==> config.mk <==
export PLATFORM = sky130hd
export DESIGN_NAME = fetch_ctrl_fsm
export DESIGN_NICKNAME = d
export VERILOG_FILES = /design/src/rtl/fetch_pkg.sv /design/src/rtl/fetch_wait_timer.sv /design/src/rtl/fetch_ctrl_fsm.sv
export SDC_FILE = /design/constraint.sdc
export NUM_CORES = 1
export LEC_CHECK = 0
export CORE_UTILIZATION = 48
export CTS_CLUSTER_DIAMETER = 30
export DETAILED_ROUTE_END_ITERATION = 12
export GPL_ROUTABILITY_DRIVEN = 0
export MAX_ROUTING_LAYER = met4
export PLACE_DENSITY = 0.95
export RECOVER_POWER = 25
export SYNTH_ARGS = -nofsm -noshare
export SYNTH_HDL_FRONTEND = slang
export SYNTH_SLANG_ARGS = --single-unit
==> constraint.sdc <==
create_clock -name Clk -period 5.71 [get_ports Clk]
set_input_delay 1.142 -clock Clk [delete_from_list [all_inputs] [get_ports Clk]]
set_output_delay 1.142 -clock Clk [all_outputs]
set_load 0.005 [all_outputs]
==> src/rtl/fetch_pkg.sv <==
`default_nettype none
// ============================================================================
//  Module      : fetch_pkg
//  Description : Shared types and constants for the fetch controller:
//                FSM state encoding, fetch control word bit positions and
//                the named control words driven by the FSM.
//  Revision    : 1.0 - initial release
// ============================================================================
package fetch_pkg;

    typedef enum logic [2:0] {
        ST_IDLE  = 3'd0,
        ST_FETCH = 3'd1,
        ST_WAIT  = 3'd2,
        ST_HOLD  = 3'd3,
        ST_DRAIN = 3'd4,
        ST_ERR   = 3'd5
    } fetch_state_e;

    localparam int unsigned CW_W = 6;

    // Bit positions inside the fetch control word
    localparam int unsigned CW_PC_EN      = 5;
    localparam int unsigned CW_PC_SRC_RED = 4;
    localparam int unsigned CW_IMEM_RD_EN = 3;
    localparam int unsigned CW_IR_FLUSH   = 2;
    localparam int unsigned CW_IR_WR_EN   = 1;
    localparam int unsigned CW_STALL_HOLD = 0;

    localparam logic [CW_W-1:0] CW_ONE   = 6'b000001;

    localparam logic [CW_W-1:0] CW_NOP   = 6'b000000;
    localparam logic [CW_W-1:0] CW_REQ   = CW_ONE << CW_IMEM_RD_EN;
    localparam logic [CW_W-1:0] CW_CAPT  = (CW_ONE << CW_PC_EN)
                                         | (CW_ONE << CW_IMEM_RD_EN)
                                         | (CW_ONE << CW_IR_WR_EN);
    localparam logic [CW_W-1:0] CW_REDIR = (CW_ONE << CW_PC_EN)
                                         | (CW_ONE << CW_PC_SRC_RED)
                                         | (CW_ONE << CW_IR_FLUSH);
    localparam logic [CW_W-1:0] CW_HOLD  = CW_ONE << CW_STALL_HOLD;

endpackage
`default_nettype wire

==> src/rtl/fetch_wait_timer.sv <==
`default_nettype none
// ============================================================================
//  Module      : fetch_wait_timer
//  Description : Response wait counter. Cleared when a request is granted,
//                counts every cycle a response is outstanding and flags
//                expiry in the cycle the count would reach MAX_WAIT.
//  Revision    : 1.0 - initial release
//  Ports       : clk      - clock, rising edge
//                rst      - synchronous active-high reset
//                i_clr    - clear the count (wins over i_inc)
//                i_inc    - count this cycle
//                o_expire - this counting cycle is the MAX_WAIT-th one
// ============================================================================
module fetch_wait_timer #(
    parameter int unsigned MAX_WAIT = 64
) (
    input  logic clk,
    input  logic rst,
    input  logic i_clr,
    input  logic i_inc,
    output logic o_expire
);

    localparam int unsigned CNT_W = $clog2(MAX_WAIT + 1);

    logic [CNT_W-1:0] cnt_q;
    logic [CNT_W-1:0] cnt_d;

    always_comb begin
        cnt_d = cnt_q;
        if (i_clr) begin
            cnt_d = '0;
        end else if (i_inc) begin
            cnt_d = cnt_q + CNT_W'(1);
        end
    end

    // Count value is the number of cycles already waited, so the cycle that
    // sees MAX_WAIT-1 is the last one allowed.
    assign o_expire = i_inc && !i_clr && (cnt_q == CNT_W'(MAX_WAIT - 1));

    always_ff @(posedge clk) begin
        if (rst) begin
            cnt_q <= '0;
        end else begin
            cnt_q <= cnt_d;
        end
    end

endmodule
`default_nettype wire

==> src/rtl/fetch_ctrl_fsm.sv <==
`default_nettype none
// ============================================================================
//  Module      : fetch_ctrl_fsm
//  Description : Instruction fetch controller. Owns the PC, issues one
//                outstanding instruction-memory request at a time, fills the
//                IF/ID slot, handles stall, redirect and response timeout,
//                and decodes the 6-bit fetch control word.
//  Revision    : 1.0 - initial release
//  Ports       : Clk, Rst        - clock / synchronous active-high reset
//                En, Stall       - fetch enable / downstream not accepting
//                Redirect(Pc)    - one-cycle redirect pulse and target
//                IMemReq/Addr/Gnt- request handshake to instruction memory
//                IMemRValid/RData- instruction memory response
//                Instr/InstrPc/InstrValid - IF/ID slot
//                CtrlWrd         - fetch control word
//                Busy, Timeout   - status (Timeout is sticky until Rst)
// ============================================================================
module fetch_ctrl_fsm
    import fetch_pkg::*;
#(
    parameter int unsigned           XLEN     = 32,
    parameter int unsigned           ILEN     = 32,
    parameter logic [XLEN-1:0]       RESET_PC = '0,
    parameter int unsigned           PC_INC   = 4,
    parameter int unsigned           MAX_WAIT = 64
) (
    input  logic            Clk,
    input  logic            Rst,
    input  logic            En,
    input  logic            Stall,
    input  logic            Redirect,
    input  logic [XLEN-1:0] RedirectPc,
    output logic            IMemReq,
    output logic [XLEN-1:0] IMemAddr,
    input  logic            IMemGnt,
    input  logic            IMemRValid,
    input  logic [ILEN-1:0] IMemRData,
    output logic [ILEN-1:0] Instr,
    output logic [XLEN-1:0] InstrPc,
    output logic            InstrValid,
    output logic [CW_W-1:0] CtrlWrd,
    output logic            Busy,
    output logic            Timeout
);

    fetch_state_e    state_q, state_d;
    logic [XLEN-1:0] pc_q, pc_d;
    logic [XLEN-1:0] instr_pc_q, instr_pc_d;
    logic [ILEN-1:0] instr_q, instr_d;
    logic            instr_valid_q, instr_valid_d;
    logic            timeout_q, timeout_d;

    logic            req;
    logic            consume;
    logic            redir;
    logic            tmr_clr;
    logic            tmr_inc;
    logic            tmr_expire;
    logic [CW_W-1:0] cw;

    fetch_wait_timer #(
        .MAX_WAIT (MAX_WAIT)
    ) u_wait_timer (
        .clk      (Clk),
        .rst      (Rst),
        .i_clr    (tmr_clr),
        .i_inc    (tmr_inc),
        .o_expire (tmr_expire)
    );

    always_comb begin
        state_d       = state_q;
        pc_d          = pc_q;
        instr_d       = instr_q;
        instr_pc_d    = instr_pc_q;
        instr_valid_d = instr_valid_q;
        timeout_d     = timeout_q;
        req           = 1'b0;
        tmr_clr       = 1'b0;
        tmr_inc       = 1'b0;
        cw            = CW_NOP;

        consume = instr_valid_q && !Stall;
        // ERR is absorbing, so a redirect there has no effect at all.
        redir   = Redirect && (state_q != ST_ERR);

        if (consume) begin
            instr_valid_d = 1'b0;
        end

        case (state_q)
            ST_IDLE: begin
                if (En) begin
                    state_d = ST_FETCH;
                end
            end

            ST_FETCH: begin
                cw  = CW_REQ;
                // Only ask when the slot will have room for the result.
                req = En && (!instr_valid_q || !Stall);
                if (req && IMemGnt) begin
                    // A granted request is outstanding even if redirected:
                    // its response still has to be swallowed.
                    state_d = redir ? ST_DRAIN : ST_WAIT;
                    tmr_clr = 1'b1;
                end else if (!En) begin
                    state_d = ST_IDLE;
                end else if (redir) begin
                    state_d = ST_FETCH;
                end else if (instr_valid_q && Stall) begin
                    state_d = ST_HOLD;
                end
            end

            ST_HOLD: begin
                cw = CW_HOLD;
                if (!En) begin
                    state_d = ST_IDLE;
                end else if (consume || redir) begin
                    state_d = ST_FETCH;
                end
            end

            ST_WAIT: begin
                cw      = CW_REQ;
                tmr_inc = 1'b1;
                if (IMemRValid) begin
                    // A response coinciding with a redirect belongs to the
                    // squashed path; it is dropped and nothing is left to drain.
                    if (!redir) begin
                        cw            = CW_CAPT;
                        instr_d       = IMemRData;
                        instr_pc_d    = pc_q;
                        instr_valid_d = 1'b1;
                        pc_d          = pc_q + XLEN'(PC_INC);
                    end
                    state_d = ST_FETCH;
                end else if (tmr_expire) begin
                    state_d   = ST_ERR;
                    timeout_d = 1'b1;
                end else if (redir) begin
                    // Timer keeps running: DRAIN waits on the same request.
                    state_d = ST_DRAIN;
                end
            end

            ST_DRAIN: begin
                cw      = CW_REQ;
                tmr_inc = 1'b1;
                if (IMemRValid) begin
                    state_d = ST_FETCH;
                end else if (tmr_expire) begin
                    state_d   = ST_ERR;
                    timeout_d = 1'b1;
                end
            end

            ST_ERR: begin
                state_d = ST_ERR;
            end

            default: begin
                state_d = ST_ERR;
            end
        endcase

        // Redirect overrides the PC, flushes the slot even if it was just
        // consumed or refilled, and owns the control word.
        if (redir) begin
            cw            = CW_REDIR;
            pc_d          = RedirectPc;
            instr_valid_d = 1'b0;
        end
    end

    always_ff @(posedge Clk) begin
        if (Rst) begin
            state_q       <= ST_IDLE;
            pc_q          <= RESET_PC;
            instr_q       <= '0;
            instr_pc_q    <= '0;
            instr_valid_q <= 1'b0;
            timeout_q     <= 1'b0;
        end else begin
            state_q       <= state_d;
            pc_q          <= pc_d;
            instr_q       <= instr_d;
            instr_pc_q    <= instr_pc_d;
            instr_valid_q <= instr_valid_d;
            timeout_q     <= timeout_d;
        end
    end

    assign IMemReq    = req;
    assign IMemAddr   = pc_q;
    assign Instr      = instr_q;
    assign InstrPc    = instr_pc_q;
    assign InstrValid = instr_valid_q;
    assign CtrlWrd    = cw;
    assign Busy       = (state_q != ST_IDLE) && (state_q != ST_ERR);
    assign Timeout    = timeout_q;

endmodule
`default_nettype wire
==> results by group <==
Outcome
  • Status: finished, final reports clean

Finish
  • Area of the multi-input gates: 0.002391 sq mm
  • Share of cells above drive strength 1: 4.558%
  • Sequential Area: 0.002162 sq mm
  • Final Instance Count excl. Fillers: 879
  • Final instance area: 0.006720 sq mm
  • Final Net Count: 814
  • Filler cell count in the final layout: 746
  • Layout area overhead: 40.86%
  • Antenna cells: 0

Clock tree
  • H-Tree Depth: 3
  • Hold Buf Count CTS: 0
  • TritonCTS Buffers: 9
  • PostCTS Resize Cnt: 0
  • Skew-Pair Late Insertion Delay: 360 ps
  • CTS tree: yes
  • Post CTS Setup Buffer Count: 0
  • Sink Count: 108
  • CTS max path bufs: 2
  • Root Driver: clkbuf_8
  • Clk slew on worst S/H paths: between 100 and 150 ps

GRT
  • First-pass GRT wire length: roughly 22000 microns
  • Largest net degree at the start of global routing: 106
  • GRT Overall Usage: 28.12%
  • Initial antenna violation count: 0
  • Vias in the first global route: roughly 4700
  • Total gr overflow: 0

Pwr
  • Peak supply drop: 0.1633 mV
  • Power per cell area: 218.4 mW/mm^2
  • Final Power: 1467 uW
  • Leakage: 0.002472 uW

Routing
  • Final ANT Viol Nets: 0
  • WL final: around 14000 microns
  • Vias per cell: approximately 5.6
  • Wire length per cell: 16.24 microns
  • Vias post-DR: roughly 4900
  • Post-route DRC violation count: 0
  • First DRT Iteration DRCs: 369
  • First-pass detailed-route iteration total: 5

Timing
  • Min Tclk post-route: 4451 ps
  • Final setup fails: 0
  • Fin. Hold Viols: 0
  • Setup TNS: 0 ps
  • Least-Margin Pin Slew: 1110 ps
  • Final Cycle Share: 77.95%
  • Slew Viols, Final: 0
  • Post-Route Skew: between 15 and 20 ps
  • Max-slew headroom: 26.00%
  • RSZ-0062 raised after global routing: false
  • Max frequency: approximately 220 MHz

Synth
  • Syn nets: 666
  • Largest cells by area after synthesis: dfxtp_1 (45%), nand2_1 (12%), a21oi_1 (9.1%)
  • Synthesized instance count: 593
  • Area leader, netlist: dfxtp_1
  • Register area share after synthesis: 45.32%
  • Synth Flop Type: dfxtp_1
  • Post-Syn Area: 0.004771 sq mm
  • FF+latch count, synth: 108
  • Avg Cell Area, Syn: slightly above 8 sq um
  • Synth warn: 0
  • Top cell type's share of synthesized area: 45.32%
  • Number of synthesized flops with an enable pin: 0
  • Top-count cell post-synth: nand2_1
  • Most frequent cells after synthesis: nand2_1 (156), dfxtp_1 (108), a21oi_1 (87)
  • Synth cell types: 62
  • Asr flop ratio synth: 0%

Run
  • Max-cap violation count: 0

Worst setup path
  • Crit path kind: input port to output pin
  • Crit. End Element: output pin
  • CP Cell Sequence: clkdlybuf4s50_1 -> nand2_1 -> buf_4 -> inv_1 -> clkdlybuf4s50_1
  • Startpoint types: input port
  • Most used cell, CP: clkdlybuf4s50_1
  • Slowest CP cell: clkdlybuf4s50_1
  • Worst-path fanout max: 18
  • CP arrival: 3310 ps
  • Worst path required time: 4570 ps
  • Max incr delay on CP: 760 ps

Die
  • DIE HEIGHT: 101.7 microns
  • Initial core utilization: 49.26%
  • Io pins: ~180
  • DIE AREA: 0.01034 sq mm
  • Die width: 101.7 microns
  • # rows: 36
  • Placeable Area: 0.009684 sq mm

Placed design
  • Dpl hpwl: ~10000 microns
  • Placed Instance Area: around 0.0066 sq mm
  • Number of port buffers: around 180
  • Placed insts: between 800 and 900

Min path
  • Hold Crit Class: register to register
worst max-delay path: cells and delay by family:
family | cells | cell delay [ps]
simple gates | 1 | 110
buf+inv | 4 | 2040
layer usage:
metal / vias up / part of all wire [%] / track usage (%)
met5: - / 0 / -
met4: 0 / 1.6 / 9.476
met3: 20 / 8.1 / 5.935
met2: 214 / 51 / 47.87
met1: 2311 / 39 / 32.78
li1: 2360 / - / -
path summary, 6_finish.rpt:
path | startpoint | to | slack [ps] | cells past startpoint
worst max-delay path | Redirect | CtrlWrd[2] | 1260 | 5
worst min-delay path | Instr[19]$_SDFFE_PP0P_ | Instr[19]$_SDFFE_PP0P_ | 460 | 2
worst max register to register | state_q[1]$_SDFFE_PP0P_ | IMemAddr[25]$_SDFFE_PP0P_ | 3120 | 6
worst min register to register | Instr[19]$_SDFFE_PP0P_ | Instr[19]$_SDFFE_PP0P_ | 460 | 2
final cells by class:
cell class,instances,share of cell area (%)
clock buffers,11,1.955
clock inverters,5,0.6330
inverters,8,0.4468
multi-input cells,433,35.58
flip-flops and latches,108,32.17
well taps,133,2.476
repair buffers,181,26.74
sequential cells by signal, summed over array words and instances, names as in the netlist:
| name | flops |
|---|---|
| IMemAddr | 32 |
| Instr | 32 |
| InstrPc | 32 |
| u_wait_timer.cnt_q | 7 |
| InstrValid | 1 |
| state_q | 3 |
| Timeout | 1 |
power breakdown:
group | leakage, uW | total [uW] | switching [uW] | internal [uW]
Sequential | 0.000877 | 818 | 44.1 | 774
Clock | 0.0000849 | 433 | 268 | 165
Combinational | 0.00151 | 216 | 89.3 | 126
Total | 0.00247 | 1470 | 402 | 1070
cells by family (layout without fill, tap and decap cells):
family                     after synthesis  after routing  synth area share, %
adders and majority gates                2              2               0.5244
muxes                                    2              2               0.4458
DFF                                    108            108                45.32
xor gates and xnor gates                21             21                3.855
buffers and inverters                   52            205                4.537
and+or+nand+nor                        258            258                26.20
AOI/OAI and AO/OA                      150            150                19.12
cell usage in the layout (no fill, tap or decap), types with 10 or more instances in the layout:
master / Yosys / layout
nor2_1: 25 / 25
o21ai_0: 11 / 11
dfxtp_1: 108 / 108
o22ai_1: 10 / 10
dlygate4sd3_1: 0 / 52
clkdlybuf4s50_1: 0 / 123
xor2_1: 14 / 14
nand2_1: 156 / 156
nand3_1: 13 / 13
a21oi_1: 87 / 87
metrics by stage:
stage / utilization [%] / setup WS [ps] / hold slack (ps)
4_1_cts: 69.43 / 1297 / 461.8
2_1_floorplan: - / 2453 / 431.1
6_report: 69.39 / 1259 / 455.1
3_3_place_gp: 67.64 / 1366 / 441.4
5_1_grt: 69.39 / 1146 / 474.2
3_5_place_dp: 67.64 / 1296 / 447.1
Power figures use the tool's default switching activity.
